### config.mk
export PLATFORM = sky130hd
export DESIGN_NAME = mux_scan_ctrl
export DESIGN_NICKNAME = d
export VERILOG_FILES = /design/src/rtl/mux_scan_ctrl.sv
export SDC_FILE = /design/constraint.sdc
export NUM_CORES = 1
export LEC_CHECK = 0
export CAP_MARGIN = 40
export CELL_PAD_IN_SITES_DETAIL_PLACEMENT = 0
export CELL_PAD_IN_SITES_GLOBAL_PLACEMENT = 1
export CORE_ASPECT_RATIO = 0.9
export CORE_MARGIN = 2
export CORE_UTILIZATION = 38
export DETAILED_ROUTE_END_ITERATION = 10
export PLACE_DENSITY = 0.81
export SETUP_SLACK_MARGIN = 0.3
export SLEW_MARGIN = 20
export SYNTH_ARGS = -nofsm -noshare
export SYNTH_HDL_FRONTEND = slang
export SYNTH_SLANG_ARGS = --single-unit
### constraint.sdc
create_clock -name clk -period 1.9 [get_ports clk]
set_input_delay 0.19 -clock clk [delete_from_list [all_inputs] [get_ports clk]]
set_output_delay 0.19 -clock clk [all_outputs]
set_load 0.005 [all_outputs]
### src/rtl/mux_scan_ctrl.sv
// mux_scan_ctrl: steps a 31:1 mux select through an index range
// and packs every 2-bit mux output into a result register.
module mux_scan_ctrl #(
  parameter int NUM_INP = 31,
  parameter int SEL_W   = 5,
  parameter int DATA_W  = 2
) (
  input  logic                      clk,
  input  logic                      rst_n,
  input  logic                      start,
  input  logic                      abort,
  input  logic [SEL_W-1:0]          first_idx,
  input  logic [SEL_W-1:0]          last_idx,
  output logic [SEL_W-1:0]          mux_sel,
  input  logic [DATA_W-1:0]         mux_out,
  output logic                      busy,
  output logic                      done,
  output logic                      err,
  output logic [NUM_INP*DATA_W-1:0] scan_data,
  output logic [NUM_INP-1:0]        scan_mask,
  output logic [SEL_W-1:0]          nz_count
);

  localparam logic [SEL_W-1:0] PARK_SEL = '1;
  localparam logic [SEL_W-1:0] MAX_IDX  = SEL_W'(NUM_INP - 1);
  localparam logic [SEL_W-1:0] NZ_SAT   = '1;

  typedef enum logic [1:0] {
    IDLE,
    SCAN,
    DONE
  } state_t;

  state_t                      state;
  logic [SEL_W-1:0]            last_q;
  logic                        legal;
  logic                        at_last;
  logic                        nz;
  logic [NUM_INP*DATA_W-1:0]   cap_data;
  logic [NUM_INP-1:0]          cap_mask;

  // range check and per-cycle capture flags
  always_comb begin
    legal   = (first_idx <= last_idx) &&
              (last_idx <= MAX_IDX);
    at_last = (mux_sel == last_q);
    nz      = (mux_out != '0);
  end

  // results with the current mux output merged in at mux_sel
  always_comb begin
    cap_data = scan_data;
    cap_mask = scan_mask;
    for (int i = 0; i < NUM_INP; i++) begin
      if (mux_sel == SEL_W'(i)) begin
        cap_data[i*DATA_W +: DATA_W] = mux_out;
        cap_mask[i] = 1'b1;
      end
    end
  end

  // scan state machine with registered outputs
  always_ff @(posedge clk or negedge rst_n) begin
    if (!rst_n) begin
      state     <= IDLE;
      last_q    <= '0;
      mux_sel   <= PARK_SEL;
      busy      <= 1'b0;
      done      <= 1'b0;
      err       <= 1'b0;
      scan_data <= '0;
      scan_mask <= '0;
      nz_count  <= '0;
    end else begin
      done <= 1'b0;
      err  <= 1'b0;
      unique case (state)
        IDLE: begin
          if (start) begin
            if (legal) begin
              last_q    <= last_idx;
              scan_data <= '0;
              scan_mask <= '0;
              nz_count  <= '0;
              mux_sel   <= first_idx;
              busy      <= 1'b1;
              state     <= SCAN;
            end else begin
              err <= 1'b1;
            end
          end
        end
        SCAN: begin
          if (abort) begin
            mux_sel <= PARK_SEL;
            busy    <= 1'b0;
            state   <= IDLE;
          end else begin
            scan_data <= cap_data;
            scan_mask <= cap_mask;
            if (nz && nz_count != NZ_SAT)
              nz_count <= nz_count + 1'b1;
            if (at_last) begin
              mux_sel <= PARK_SEL;
              busy    <= 1'b0;
              done    <= 1'b1;
              state   <= DONE;
            end else begin
              mux_sel <= mux_sel + 1'b1;
            end
          end
        end
        DONE: begin
          state <= IDLE;
        end
        default: begin
          state   <= IDLE;
          mux_sel <= PARK_SEL;
          busy    <= 1'b0;
        end
      endcase
    end
  end

endmodule
# == After elaboration in Yosys (flattened, before gate mapping) ==
# Index checks and enable logic that the tools add are counted.
# Widths: inputs -> output; s select.
# classes
add_sub_neg,2
n_lt_le_gt_ge,2
n_eq_ne,70
muxes,96
bitwise_logic,1
n_reduce_logical,42
# op_table
operator,n
$mux 62,3
$reduce_and 5->1,32
$pmux 62 s2,1
$mux 31,3
$eq 5x5->1 const B,15
$mux 2,35
$ne 2x2->1 const B,35
$pmux 31 s2,1
$mux 1,41
$eq 5x4->1 const B,8
$mux 5,8
$eq 5x3->1 const B,4
$pmux 5 s3,1
$add 5x1->5 const B,2
$eq 5x2->1 const B,2
$pmux 5 s2,1
$reduce_and 3->1,3
$eq 5x1->1 const B,1
$eq 5x5->1,1
$le 5x5->1,1
$le 5x5->1 const B,1
$logic_not 5->1,1
$ne 5x5->1 const B,1
$pmux 2 s2,1
other kinds (9),11
# totals
reg_bits,113
input_bits,16
out_inout_bits,106
elab_cells,282

# == Logic depth before layout (Yosys ltp) ==
# Gate-level depths: netlist of run 1.
# depth
word_depth,5
depth_mapped,9
depth_no_buf,8

# == Least setup slack after synthesis of run 1 ==
# OpenSTA, ideal clock, no wires.
# synth_path
kind,in2reg
startpoint,in last_idx[3]
endpoint,reg scan_data[30]
setup_time_ns,0.125
t_arrival_ns,1.737
t_required_ns,1.775
setup_slack_ns,0.038
path_stages,8
path_buffers,0
cell_sequence,inv_1 ha_1 and3_1 and3_1 a211oi_2 nor2_1 nand3_1 mux2_2
# synth_via
elab_chain_cells,4
word_cells_on_any_way,5
classes_between,order compare: 2; eq/ne: 1; reduce/logical: 2
# synth_rtl
item,line,source
from (decl),13,"input logic [SEL_W-1:0] last_idx,"
"$le 5x5->1, on equally long branches","44, 45",
$logic_and 1x1->1 *,44,legal = (first_idx <= last_idx) &&
$ne 2x2->1 (no line) *,-,
$reduce_and 5->1 (no line) *,-,
to (signal assigned),99,scan_data <= cap_data;
to (decl),19,"output logic [NUM_INP*DATA_W-1:0] scan_data,"
# Mark *: on every way between the ends. The rest lies on a longest branch, timed or not.
# A chain may end at the register's enable or synchronous reset.

# == Worst setup path after layout of run 1 ==
# layout_path
startpoint,reg state[0]
endpoint,reg scan_data[20]
# layout_via
elab_chain_cells,3
word_cells_on_any_way,9
classes_between,eq/ne: 5; mux: 1; reduce/logical: 3
# layout_rtl
item,line,source
from (decl),34,state_t state;
from (signal assigned),65,state <= IDLE;
from (signal assigned),87,state <= SCAN;
from (signal assigned),97,state <= IDLE;
$eq 2x1->1 / $logic_not 2->1 (equally long branches),77,unique case (state)
$ne 2x2->1 (no line) / $reduce_bool 2->1 (equally long branches),-,
$reduce_and 5->1 (no line),-,
# Parallel ways exist; a longest one is shown, timed or not.

==> impl_metrics.toml, run 1 <==
[outcome]
run_status = "complete, no violations"

[global_routing]
grt_pass1_vias = 5081
grt.total_usage = 0.255
use_met2 = 0.424
grt_start_max_net_pins = 41
grt_remaining_overflow = 0
grt_busiest_layer = "met2"
grt_pass1_wl_mm = 28.0
grt_antenna_before_repair = 0
grt_use_met1 = 0.338
use_met3 = 0.0534

[critical_path]
reg2reg_to = "scan_data[20]"
start_kind = "flip-flop"
cp.required_ns = 2.24
reg2regPathDepth = 8
crit_path_end_kind = "flip-flop"
arrival_ns = 2.15
worstReg2RegStart = "state[0]"
rrSetupSlack_ns = 0.09
crit_type = "flip-flop to flip-flop"
crit_fanout = 8

[yosys]
synth_async_sr_flop_share = 1.00
seq_area_frac_synth = 0.569
synth-compound-area-share = 0.202
synth_cell_types = 49
ys_ff_latch = 113
synthAdderAreaFrac = 0.0302
synth_top_cell_area_share = 0.543
ys.flop_type = "dfrtp_1"
syn-mean-instance-area_um2 = 10.6
synth_common_cells = "dfrtp_1 (108), nor2_1 (47), o2bb2ai_1 (44)"
synth-simple-area-share = 0.124
synth_area_mm2 = 0.00498
synth-edff-count = 0
yosys-top-cells-area = "dfrtp_1 (54%), o2bb2ai_1 (7.7%), a21oi_1 (3.8%)"
yosysWarnings = 0
synth-xor-area-share = 0.00879
synth_top_family_by_area = "compound AO/OA/AOI/OAI gates"
syn_nets = 496
yosysTopAreaCell = "dfrtp_1"
yosys-mux-area-fraction = 0.0382
yosys.cell_count.top_type = "dfrtp_1"
syn_inst = 468

[floorplan]
die_y_um = 113
core_mm2 = 0.0127
ios = 122
fp.dieW_um = 125
initial_utilization = 0.391
die_area_mm2 = 0.0140
rows = 39

[pwr]
irDropWorstVdd_v = 0.000996
clkPwrFrac = 0.235
p_leak_nw = 4.13
p_comb_frac = 0.510
p_per_area_mw_per_mm2 = 1520
p_sw_mw = 5.38
power.internal_mw = 9.06
netSwitchingFraction = 0.373
seqPwrFrac = 0.255
p_total_mw = 14.4

[placed_design]
port_buffers = 121
globalplace.congestion = 0.845
placed_cell_area_mm2 = 0.00702
hpwl_mm = 11.1
placed_cells = 791

[timing]
hold_violations = 0
fin_crit_sh = 0.955
clock_skew_ns = 0.0200
fmax_ghz = 0.551
maxSlewViolCount = 0
setup_violations = 0
min_period_ns = 1.81
tightest_slew_ns = 0.539
rsz0062_at_grt = "true"
slew_headroom = 0.640

[finish]
utilization = 0.746
instances_no_fill = 892
area_growth_pct = 90.8
fin_nets = 743
drive_gt1_frac = 0.505
n_antenna_cell = 0
fin_area_mm2 = 0.00950

[detailed_routing]
firstDrtPassIters = 5
wl_mm = 20.7
drt_drc_violations_left = 0
drt_iter0_markers = 442
wl_per_cell_um = 23.2
vias_per_cell = 5.87
postRouteAntennaNets = 0
vias = 5238

[min_path]
min_to = "last_q[2]"
hold_path.class = "input port to flip-flop"
min_path_cells = 3
hold_start = "last_idx[2]"

[clock_tree]
cts_tree = "built"
clk_latency_ns = 0.42
htree_num_levels = 4
cts_root_buf = "clkbuf_16"
cts_sinks = 113
cts_buffers = 17
clk_pin_slew_ns = 0.06
clockBufferDepth = 2

[run]
maxCapViolCount = 0
[registers in the layout (all words and copies together) (netlist names)]
| register | cells |
|---|---|
| busy | 1 |
| done | 1 |
| err | 1 |
| last_q | 5 |
| mux_sel | 5 |
| nz_count | 5 |
| scan_data | 62 |
| scan_mask | 31 |
| state | 2 |
[metal layers]
layer	up-vias	wire length, µm
met1	2678	8230
met5	-	0
met4	0	734
li1	2187	-
met2	301	10400
met3	72	1330
[worst max-delay path, cell delays in order (launching register included)]
cell,delay (ns)
dfrtp_2,0.45
or2_4,0.28
a211oi_4,0.27
nor3_4,0.09
buf_12,0.17
buf_12,0.13
buf_16,0.14
nand2_4,0.07
o2bb2ai_2,0.11
[final cells by class]
| class | instances | area [µm²] |
|---|---|---|
| inverters | 10 | 55.1 |
| clock inverters | 11 | 160 |
| multi-input cells | 323 | 3240 |
| flip-flops and latches | 113 | 2840 |
| repair buffers | 250 | 2540 |
| clock buffers | 21 | 460 |
| fillers | 733 | 3240 |
| well taps | 164 | 205 |
[logic make-up after synthesis]
| group | after synthesis |
|---|---|
| adder cells (fa/ha/maj) | 12 |
| flip-flops | 113 |
| XOR/XNOR | 5 |
| AO/OA/AOI/OAI | 154 |
| AND/OR/NAND/NOR | 135 |
| multiplexers | 17 |
| buffers and inverters | 32 |
[how the worst max path moves through the flow]
stage	from	endpoint	slack (ns)	cells after the start
2_1_floorplan	last_idx[4]	last_q[1]	0.18	8
6_report	state[0]	scan_data[20]	0.09	8
4_1_cts	state[0]	scan_data[5]	0.1	8
3_5_place_dp	last_idx[4]	scan_data[30]	-0.58	11
3_3_place_gp	last_idx[4]	scan_data[31]	-0.54	11
5_1_grt	state[0]	scan_data[5]	0.04	9
[power groups by stage]
stage,clock network (mW),logic (mW),registers (mW)
final,3.39,7.37,3.68
after floorplan,0,2.02,3.56
after CTS,3.37,5.59,3.61
after global routing,3.52,7.69,3.74
after detailed placement,0,4.29,3.65
after global placement,0,4.21,3.65
[cell usage in the layout, fill, tap and decap left out, types with 3 or more instances in the layout]
master             n
o2bb2ai_2         41
nand2_4           35
inv_2              5
mux2_4            15
nand2b_1           3
clkdlybuf4s50_1  103
buf_6             23
clkbuf_16         19
nor2_4             3
buf_12            18
and2_1             3
clkinv_2           5
o21ai_2           17
dlygate4sd2_1      8
nand2_8            3
and3_4             4
dfstp_2            5
a31oi_1            4
nor2_1            43
nor3_4             4
clkbuf_2           5
buf_4             83
nand2_1            5
a21oi_1           25
dfrtp_1          106
bufinv_16          4
a21oi_2           13
nand3_1            8
o21ai_4           10
ha_4              10
nor3_2             5
o21ai_0            3
o21ai_1           19
[through the flow]
step	setup WS [ns]	TNS, ns	hold WS (ns)
global placement	-0.542	-47.93	0.196
CTS	0.0976	0	0.241
floorplan	0.184	0	-0.106
finish	0.0858	0	0.133
detailed placement	-0.576	-52.27	0.202
global route	0.0442	0	0.141
[repair_timing]
action,4_1_cts,5_1_grt
pin swaps,27,46
hold buffers,1,0
gates cloned,2,3
setup buffers,30,33
setup endpoints to repair,115,116
endpoints found under the hold margin,30,0
gates resized for setup,194,135
Power figures use the tool's default switching activity.
==> run 2: changes to the inputs <==
Settings changed: HOLD_SLACK_MARGIN set to 0.05.
==> results of run 2 <==
Final layout, timing and power as in run 1 (identical DEF).
